[src/rtl/dfp_arbiter_pkg.sv]
// cache_types: shared types for the DRAM-facing port arbiter.
// Rev 1.0
`default_nettype none

package cache_types;

    localparam int DFP_ADDR_BITS = 32;
    localparam int DFP_LINE_BITS = 256;

    typedef enum logic [1:0] {
        IDLE   = 2'd0,
        ACTIVE = 2'd1,
        COOL   = 2'd2
    } arb_state_t;

    typedef struct packed {
        logic [DFP_ADDR_BITS-1:0] addr;
        logic                     read;
        logic                     write;
        logic [DFP_LINE_BITS-1:0] wdata;
    } dfp_req_t;

endpackage

`default_nettype wire

[src/rtl/dfp_arbiter_rr_picker.sv]
// rr_picker: round-robin selector, first pending index after ptr (with wrap).
// Rev 1.0
`default_nettype none

module rr_picker #(
    parameter  int NUM_REQ  = 4,
    localparam int IDX_BITS = $clog2(NUM_REQ)
) (
    input  logic [NUM_REQ-1:0]  pending_i,
    input  logic [IDX_BITS-1:0] ptr_i,
    output logic [NUM_REQ-1:0]  gnt_o,
    output logic [IDX_BITS-1:0] gnt_idx_o,
    output logic                any_o
);

    logic [2*NUM_REQ-1:0] w_dbl;
    logic [NUM_REQ-1:0]   w_rot;

    // Doubling the vector turns the wrap-around scan into a plain shift.
    assign w_dbl = {pending_i, pending_i};
    assign w_rot = NUM_REQ'(w_dbl >> (int'(ptr_i) + 1));
    assign any_o = |pending_i;

    always_comb begin
        int off;
        int sum;
        off = 0;
        for (int k = NUM_REQ - 1; k >= 0; k--) begin
            if (w_rot[k]) begin
                off = k;
            end
        end
        sum = int'(ptr_i) + 1 + off;
        if (sum >= NUM_REQ) begin
            sum = sum - NUM_REQ;
        end
        gnt_idx_o = IDX_BITS'(sum);
        gnt_o     = '0;
        if (any_o) begin
            gnt_o[gnt_idx_o] = 1'b1;
        end
    end

endmodule

`default_nettype wire

[src/rtl/dfp_arbiter.sv]
// dfp_arbiter: round-robin sharing of one DRAM-facing port, one transaction in flight.
// Rev 1.0
`default_nettype none

module dfp_arbiter
    import cache_types::*;
#(
    parameter  int NUM_REQ   = 4,
    parameter  int LINE_BITS = DFP_LINE_BITS,
    parameter  int ADDR_BITS = DFP_ADDR_BITS,
    localparam int IDX_BITS  = $clog2(NUM_REQ)
) (
    input  logic                               clk,
    input  logic                               rst,
    input  logic [NUM_REQ-1:0][ADDR_BITS-1:0]  req_addr_i,
    input  logic [NUM_REQ-1:0]                 req_read_i,
    input  logic [NUM_REQ-1:0]                 req_write_i,
    input  logic [NUM_REQ-1:0][LINE_BITS-1:0]  req_wdata_i,
    output logic [LINE_BITS-1:0]               req_rdata_o,
    output logic [NUM_REQ-1:0]                 req_resp_o,
    output logic [ADDR_BITS-1:0]               mem_addr_o,
    output logic                               mem_read_o,
    output logic                               mem_write_o,
    output logic [LINE_BITS-1:0]               mem_wdata_o,
    input  logic [LINE_BITS-1:0]               mem_rdata_i,
    input  logic                               mem_resp_i,
    output logic [IDX_BITS-1:0]                gnt_idx_o,
    output logic                               busy_o
);

    arb_state_t          state_q;
    logic [IDX_BITS-1:0] ptr_q;
    logic [IDX_BITS-1:0] gnt_q;
    dfp_req_t            req_q;

    logic [NUM_REQ-1:0]  w_pending;
    logic [NUM_REQ-1:0]  w_gnt;
    logic [IDX_BITS-1:0] w_win;
    logic                w_any;
    logic                w_wr;
    logic                w_rd;

    assign w_pending = req_read_i | req_write_i;

    rr_picker #(
        .NUM_REQ(NUM_REQ)
    ) u_picker (
        .pending_i(w_pending),
        .ptr_i    (ptr_q),
        .gnt_o    (w_gnt),
        .gnt_idx_o(w_win),
        .any_o    (w_any)
    );

    // Write takes precedence when a slice raises both ops.
    assign w_wr = |(w_gnt & req_write_i);
    assign w_rd = |(w_gnt & req_read_i) & ~w_wr;

    always_ff @(posedge clk or posedge rst) begin
        if (rst) begin
            state_q <= IDLE;
            ptr_q   <= IDX_BITS'(NUM_REQ - 1);
            gnt_q   <= '0;
            req_q   <= '0;
        end else begin
            case (state_q)
                IDLE: begin
                    if (w_any) begin
                        req_q.addr  <= req_addr_i[w_win];
                        req_q.wdata <= req_wdata_i[w_win];
                        req_q.read  <= w_rd;
                        req_q.write <= w_wr;
                        gnt_q       <= w_win;
                        state_q     <= ACTIVE;
                    end
                end
                ACTIVE: begin
                    if (mem_resp_i) begin
                        req_q.read  <= 1'b0;
                        req_q.write <= 1'b0;
                        ptr_q       <= gnt_q;
                        state_q     <= COOL;
                    end
                end
                COOL: begin
                    state_q <= IDLE;
                end
                default: begin
                    state_q <= IDLE;
                end
            endcase
        end
    end

    assign mem_addr_o  = req_q.addr;
    assign mem_wdata_o = req_q.wdata;
    assign mem_read_o  = req_q.read;
    assign mem_write_o = req_q.write;
    assign req_rdata_o = mem_rdata_i;
    assign gnt_idx_o   = gnt_q;
    assign busy_o      = (state_q == ACTIVE);

    always_comb begin
        req_resp_o = '0;
        if ((state_q == ACTIVE) && mem_resp_i) begin
            req_resp_o[gnt_q] = 1'b1;
        end
    end

    a_rd_wr_both : assert property (@(posedge clk) disable iff (rst)
        !(|(req_read_i & req_write_i)))
        else $warning("dfp_arbiter: read and write raised together, write takes priority");

    a_stale_resp : assert property (@(posedge clk) disable iff (rst)
        mem_resp_i |-> (state_q == ACTIVE))
        else $warning("dfp_arbiter: mem_resp outside ACTIVE ignored");

endmodule

`default_nettype wire

[config.mk]
export PLATFORM = sky130hd
export DESIGN_NAME = dfp_arbiter
export DESIGN_NICKNAME = d
export VERILOG_FILES = /design/src/rtl/dfp_arbiter_pkg.sv /design/src/rtl/dfp_arbiter_rr_picker.sv /design/src/rtl/dfp_arbiter.sv
export SDC_FILE = /design/constraint.sdc
export NUM_CORES = 1
export LEC_CHECK = 0
export CAP_MARGIN = 25
export CORE_AREA = 2 2 771 773
export CTS_BUF_LIST = sky130_fd_sc_hd__clkbuf_2
export DETAILED_ROUTE_END_ITERATION = 10
export DIE_AREA = 0 0 773 775
export PLACE_DENSITY = 0.3
export REMOVE_ABC_BUFFERS = 1
export SYNTH_ARGS = -nofsm -noshare
export SYNTH_HDL_FRONTEND = slang
export SYNTH_SLANG_ARGS = --single-unit
export TNS_END_PERCENT = 10
[constraint.sdc]
create_clock -name clk -period 9.6 [get_ports clk]
set_clock_uncertainty 0.15 [all_clocks]
set_input_delay 1.92 -clock clk [delete_from_list [all_inputs] [get_ports clk]]
set_output_delay 1.92 -clock clk [all_outputs]
set_load 0.1 [all_outputs]
# ---- Word level (Yosys, flattened, before mapping)
# Index checks and enable logic that the tools add are counted.
# W data, S select, Z words.
dict set report totals {
  ff_bits 296
  input_bits 1419
  output_inout_bits 553
}
dict set report classes {
  n_addsub 3
  magnitude_cmp 5
  eq_ne 3
  shifts 1
  mux 21
  bitwise 5
  n_reduce_logical 12
}
# op n
set ops {}
lappend ops {{$bmux W256 S2} 1}
lappend ops {{$mux W258} 1}
lappend ops {{$mux W256} 1}
lappend ops {{$mux W32} 4}
lappend ops {{$bmux W32 S2} 1}
lappend ops {{$add A4 B32 Y32} 1}
lappend ops {{$ge A32 B4 Y1 const B} 1}
lappend ops {{$reduce_or A4 Y1} 3}
lappend ops {{$mux W2} 5}
lappend ops {{$and A4 B4 Y4} 2}
lappend ops {{$mux W4} 2}
lappend ops {{$pmux W2 S2} 2}
lappend ops {{$shr A8 B3 Y4} 1}
lappend ops {{$lt A2 B3 Y1 const B} 2}
lappend ops {{$reduce_and A2 Y1} 3}
lappend ops {{$demux W1 S2} 2}
lappend ops {{$ge A2 B1 Y1 const B} 2}
lappend ops {{$or A4 B4 Y4} 1}
lappend ops {{$add A2 B1 Y3 const B} 1}
lappend ops {{$logic_and A1 B1 Y1} 3}
lappend ops {{$reduce_and A3 Y1} 1}
lappend ops {{$eq A2 B1 Y1 const B} 1}
lappend ops {{$logic_not A2 Y1} 1}
lappend ops {{$mux W1} 2}
lappend ops {{other kinds (6)} 6}

# ---- Logic depth before layout (Yosys ltp)
dict set report depth {
  ltp_word 20
  ltp_mapped 14
  mapped_depth_nobuf 11
}

# ---- By module
# A second synthesis with hierarchy kept.
dict set report hier_totals {
  hier_cells 1912
  hier_area_um2 20379.5
}
# mod instances cells_each area_each_um2
set modules_own_cells {}
lappend modules_own_cells {dfp_arbiter 1 1869 20068.0}
lappend modules_own_cells {rr_picker 1 43 311.5}

# ---- Worst setup path after synthesis
# Ideal clock, no wire load.
dict set report synth_path {
  path_type {reg-to-output}
  start {reg state_q[1]}
  end {out req_resp_o[0]}
  t_arrival_ns 4.227
  required_ns 7.530
  path_slack_ns 3.303
  stages_incl_launch_ff 4
  n_path_buf 0
  path_cell_list {dfrtp_1 nor2b_1 nand2_1 nor3_1}
}
dict set report synth_between {
  elab_chain_len 3
}
# item line_no
set synth_rtl {}
lappend synth_rtl {{start, declared} dfp_arbiter.sv:31} ;# arb_state_t state_q;
lappend synth_rtl {{start signal, assigned} dfp_arbiter.sv:61} ;# state_q <= IDLE;
lappend synth_rtl {{start signal, assigned} dfp_arbiter.sv:74} ;# state_q <= ACTIVE;
lappend synth_rtl {{start signal, assigned} dfp_arbiter.sv:82} ;# state_q <= COOL;
lappend synth_rtl {{$eq A2 B1 Y1} --}
lappend synth_rtl {{net busy_o} dfp_arbiter.sv:28} ;# output logic busy_o
lappend synth_rtl {{$logic_and A1 B1 Y1} dfp_arbiter.sv:105} ;# if ((state_q == ACTIVE) && mem_resp_i) begin
lappend synth_rtl {{$mux W4} dfp_arbiter.sv:105}
lappend synth_rtl {{end, declared} dfp_arbiter.sv:20} ;# output logic [NUM_REQ-1:0] req_resp_o,
# The timed path passes the listed nets, and every way through them passes these cells.

# ---- Final worst setup path
dict set report layout_path {
  start {reg state_q[0]}
  end {out req_resp_o[2]}
}
dict set report layout_between {
  elab_chain_len 3
}
# item line_no
set layout_rtl {}
lappend layout_rtl {{$eq A2 B1 Y1} dfp_arbiter.sv:105}
lappend layout_rtl {{$logic_and A1 B1 Y1} dfp_arbiter.sv:105}
lappend layout_rtl {{$mux W4} dfp_arbiter.sv:105}
# No other way between the ends.

==> flow_metrics.tcl <==
set metrics [dict create \
    status "completed" \
    cts.sinks 296 \
    min_from "ptr_q[1]" \
    ys_warn_count 0 \
    finalSetupViolCount 0 \
    grt_pass1_vias 30600 \
    synthXorXnorAreaFrac 0.00169 \
    synth.most_common_cell "a21oi_1" \
    yosys-top-cells-area "dfrtp_1, mux2i_1, a21oi_1, mux2_4, buf_4" \
    synth_edf_count 0 \
    critPathKind "reg -> out" \
    vias 31700 \
    ys_ff_latch 296 \
    critPathBufInv 2 \
    holdPathStages 2 \
    max_stage_delay_ps 1180 \
    async_reset_ff_frac 1.00 \
    synth.distinct_cells 41 \
    globalplace.congestion 0.900 \
    fin_util 0.0821 \
    finalMaxSlewViolations 0 \
    clkLatencyLatePin_ps 1750 \
    die_h_um 775 \
    drive_gt1_frac 0.149 \
    finalCritPeriodShare 0.668 \
    cp_max_fo 5 \
    muxShareOfSynthArea 0.271 \
    r2r_cells 13 \
    io_buffer_count 1459 \
    reg2reg_from "ptr_q[0]" \
    cts_buffer_depth 4 \
    synthFlopType "dfrtp_1" \
    path_delay_family "buffers and inverters" \
    synthCells 2925 \
    drt_drc_violations_left 0 \
    initial_utilization 0.0426 \
    hold_viol 0 \
    grt_usage 0.139 \
    ys_seq_area_frac 0.294 \
    nets 5471 \
    synth_top_family_by_area "multiplexers" \
    slew_headroom 0.260 \
    die_x_um 773 \
    peakVddDrop_mv 0.500 \
    viasPerCell 2.63 \
    max_slew.worst_pin.slew_ps 1110 \
    r2r-end "mem_wdata_o[220]" \
    yosys.area_share.simple 0.0506 \
    firstDrtPassIters 5 \
    crit_path_frequent_cell "nand2_1" \
    dieArea_um2 599000 \
    boundaryPins 1972 \
    cp-start-kind "flop" \
    drv_cap 0 \
    netlist_area_um2 25200 \
    cts-root-buf "clkbuf_2" \
    wl_per_cell_um 36.1 \
    dpl.hpwl_mm 374 \
    arrival_ps 4340 \
    worstPathCellList "nor2b_1 -> nand2_1 -> inv_1 -> nand2_1 -> nor2_1 -> clkdlybuf4s50_1" \
    fin_crit_ps 6410 \
    cts_resized 0 \
    holdPathEnd "ptr_q[1]" \
    cp-end-kind "primary output" \
    antenna_found_initial 390 \
    fp.coreArea_um2 592000 \
    synthToLayoutAreaGrowth_pct 92.6 \
    syn_area_per_cell_um2 8.63 \
    leakage_uw 0.0165 \
    first_iter_violations 2345 \
    numCtsBuffers 124 \
    finalSetupTns_ps 0 \
    synth_common_cells "a21oi_1, dfrtp_1, o21ai_0" \
    rsz0062_at_grt "no" \
    netlist.area_leader.share 0.292 \
    core.rowCount 283 \
    cp_data_required_time_ps 7530 \
    clk_pin_slew_ps 100 \
    hp-class "reg -> reg" \
    power_density_nw_per_um2 497 \
    cpMaxStageDelayCell "clkdlybuf4s50_1" \
    max_freq_mhz 156 \
    drt-total-wl_mm 435 \
    synth_area_leader_cell "dfrtp_1" \
    r2r_slack_ps 4670 \
    grt_max_degree 163 \
    synth-adder-area-share 0.000496 \
    grt_overflow_total 0 \
    grt_first_pass_wirelength_mm 508 \
    drtAntennaViolNets 0 \
    cts_tree "built" \
    synth_compound_area_frac 0.250 \
    cts_max_level 3 \
]
[worst min-delay path, stage by stage, from the launching register on]
cell and delay [ps]:
dfstp_2 430, nand2_1 70, nand2_1 50
[layout make-up]
class                           instances  area (µm²)
Timing Repair Buffer                 1546       15600
Inverter                                6        37.5
Fill cell                           69300      543000
Tap cell                             7837        9810
Clock inverter                         20        91.3
Clock buffer                          175         876
Multi-Input combinational cell       2077       14600
Sequential cell                       296        7410
Antenna cell                           93         233
[worst max-delay path by stage]
stage                   startpoint          endpoint  cells past startpoint
global route            state_q[0]     req_resp_o[2]                      6
finish                  state_q[0]     req_resp_o[2]                      6
CTS                     state_q[0]     req_resp_o[2]                      6
detailed placement  req_write_i[1]     mem_addr_o[8]                     15
global placement    req_write_i[1]  mem_wdata_o[186]                     15
floorplan           req_write_i[3]  mem_wdata_o[117]                      4
[registers in the layout, summed over array words and instances (netlist names)]
name and cells:
mem_addr_o 32, state_q 2, mem_read_o 1, gnt_idx_o 2
ptr_q 2, mem_wdata_o 256, mem_write_o 1
[cells by family after synthesis]
family                     count (synthesis)
AOI/OAI and AO/OA                       1168
xor gates and xnor gates                   4
adders and majority gates                  1
buffers and inverters                    552
DFF                                      296
muxes                                    580
and+or+nand+nor                          324
[report_power, final]
| group | leakage (µW) | internal, µW | total, µW | switching (µW) |
|---|---|---|---|---|
| combinational | 0.0125 | 6730 | 20200 | 13500 |
| clock | 0.000772 | 488 | 1420 | 929 |
| sequential | 0.00324 | 1980 | 2490 | 513 |
| total | 0.0165 | 9190 | 24200 | 15000 |
[per-stage QoR]
step | hold WS [ps] | cell area, µm² | std cells | total power [µW] | setup slack [ps]
finish | 390 | 48600 | 12100 | 24200 | 3190
global route | 213 | 48400 | 12000 | 25600 | 2550
CTS | 32.3 | 48300 | 12000 | 24800 | 2520
detailed placement | 372 | 47300 | 11800 | 23100 | 2930
global placement | 378 | 46700 | 11700 | 22800 | 2840
floorplan | 319 | 21900 | 2379 | 15100 | -22220
[what timing repair did]
action,CTS,global route
setup buffers,0,0
hold endpoints to repair,31,0
hold buffers,1,0
[cell usage in the layout (no fill, tap or decap), drive strengths merged, types with 2 or more instances in the layout]
| master | netlist | routed |
|---|---|---|
| a21oi | 575 | 575 |
| a31oi | 3 | 3 |
| buf | 320 | 195 |
| clkbuf | 226 | 177 |
| clkdlybuf4s50 | 0 | 1348 |
| clkinv | 0 | 17 |
| dfrtp | 294 | 294 |
| dfstp | 2 | 2 |
| diode | 0 | 93 |
| inv | 6 | 9 |
| mux2 | 288 | 288 |
| mux2i | 292 | 292 |
| nand2 | 12 | 12 |
| nand3 | 4 | 4 |
| nor2 | 292 | 292 |
| nor3 | 4 | 4 |
| nor4 | 5 | 5 |
| o21ai | 295 | 295 |
| o22ai | 287 | 287 |
| or4 | 2 | 2 |
| xnor2 | 3 | 3 |
[per-layer routing]
metal,share of wire,vias up,wire (µm),global-route usage
li1,-,12900,-,-
met1,0.39,14900,172000,0.159
met2,0.39,2823,172000,0.199
met3,0.17,932,72300,0.108
met4,0.034,244,14700,0.0306
met5,0.012,-,5020,0.0416
Note: power is estimated with default switching activity, not from simulation.
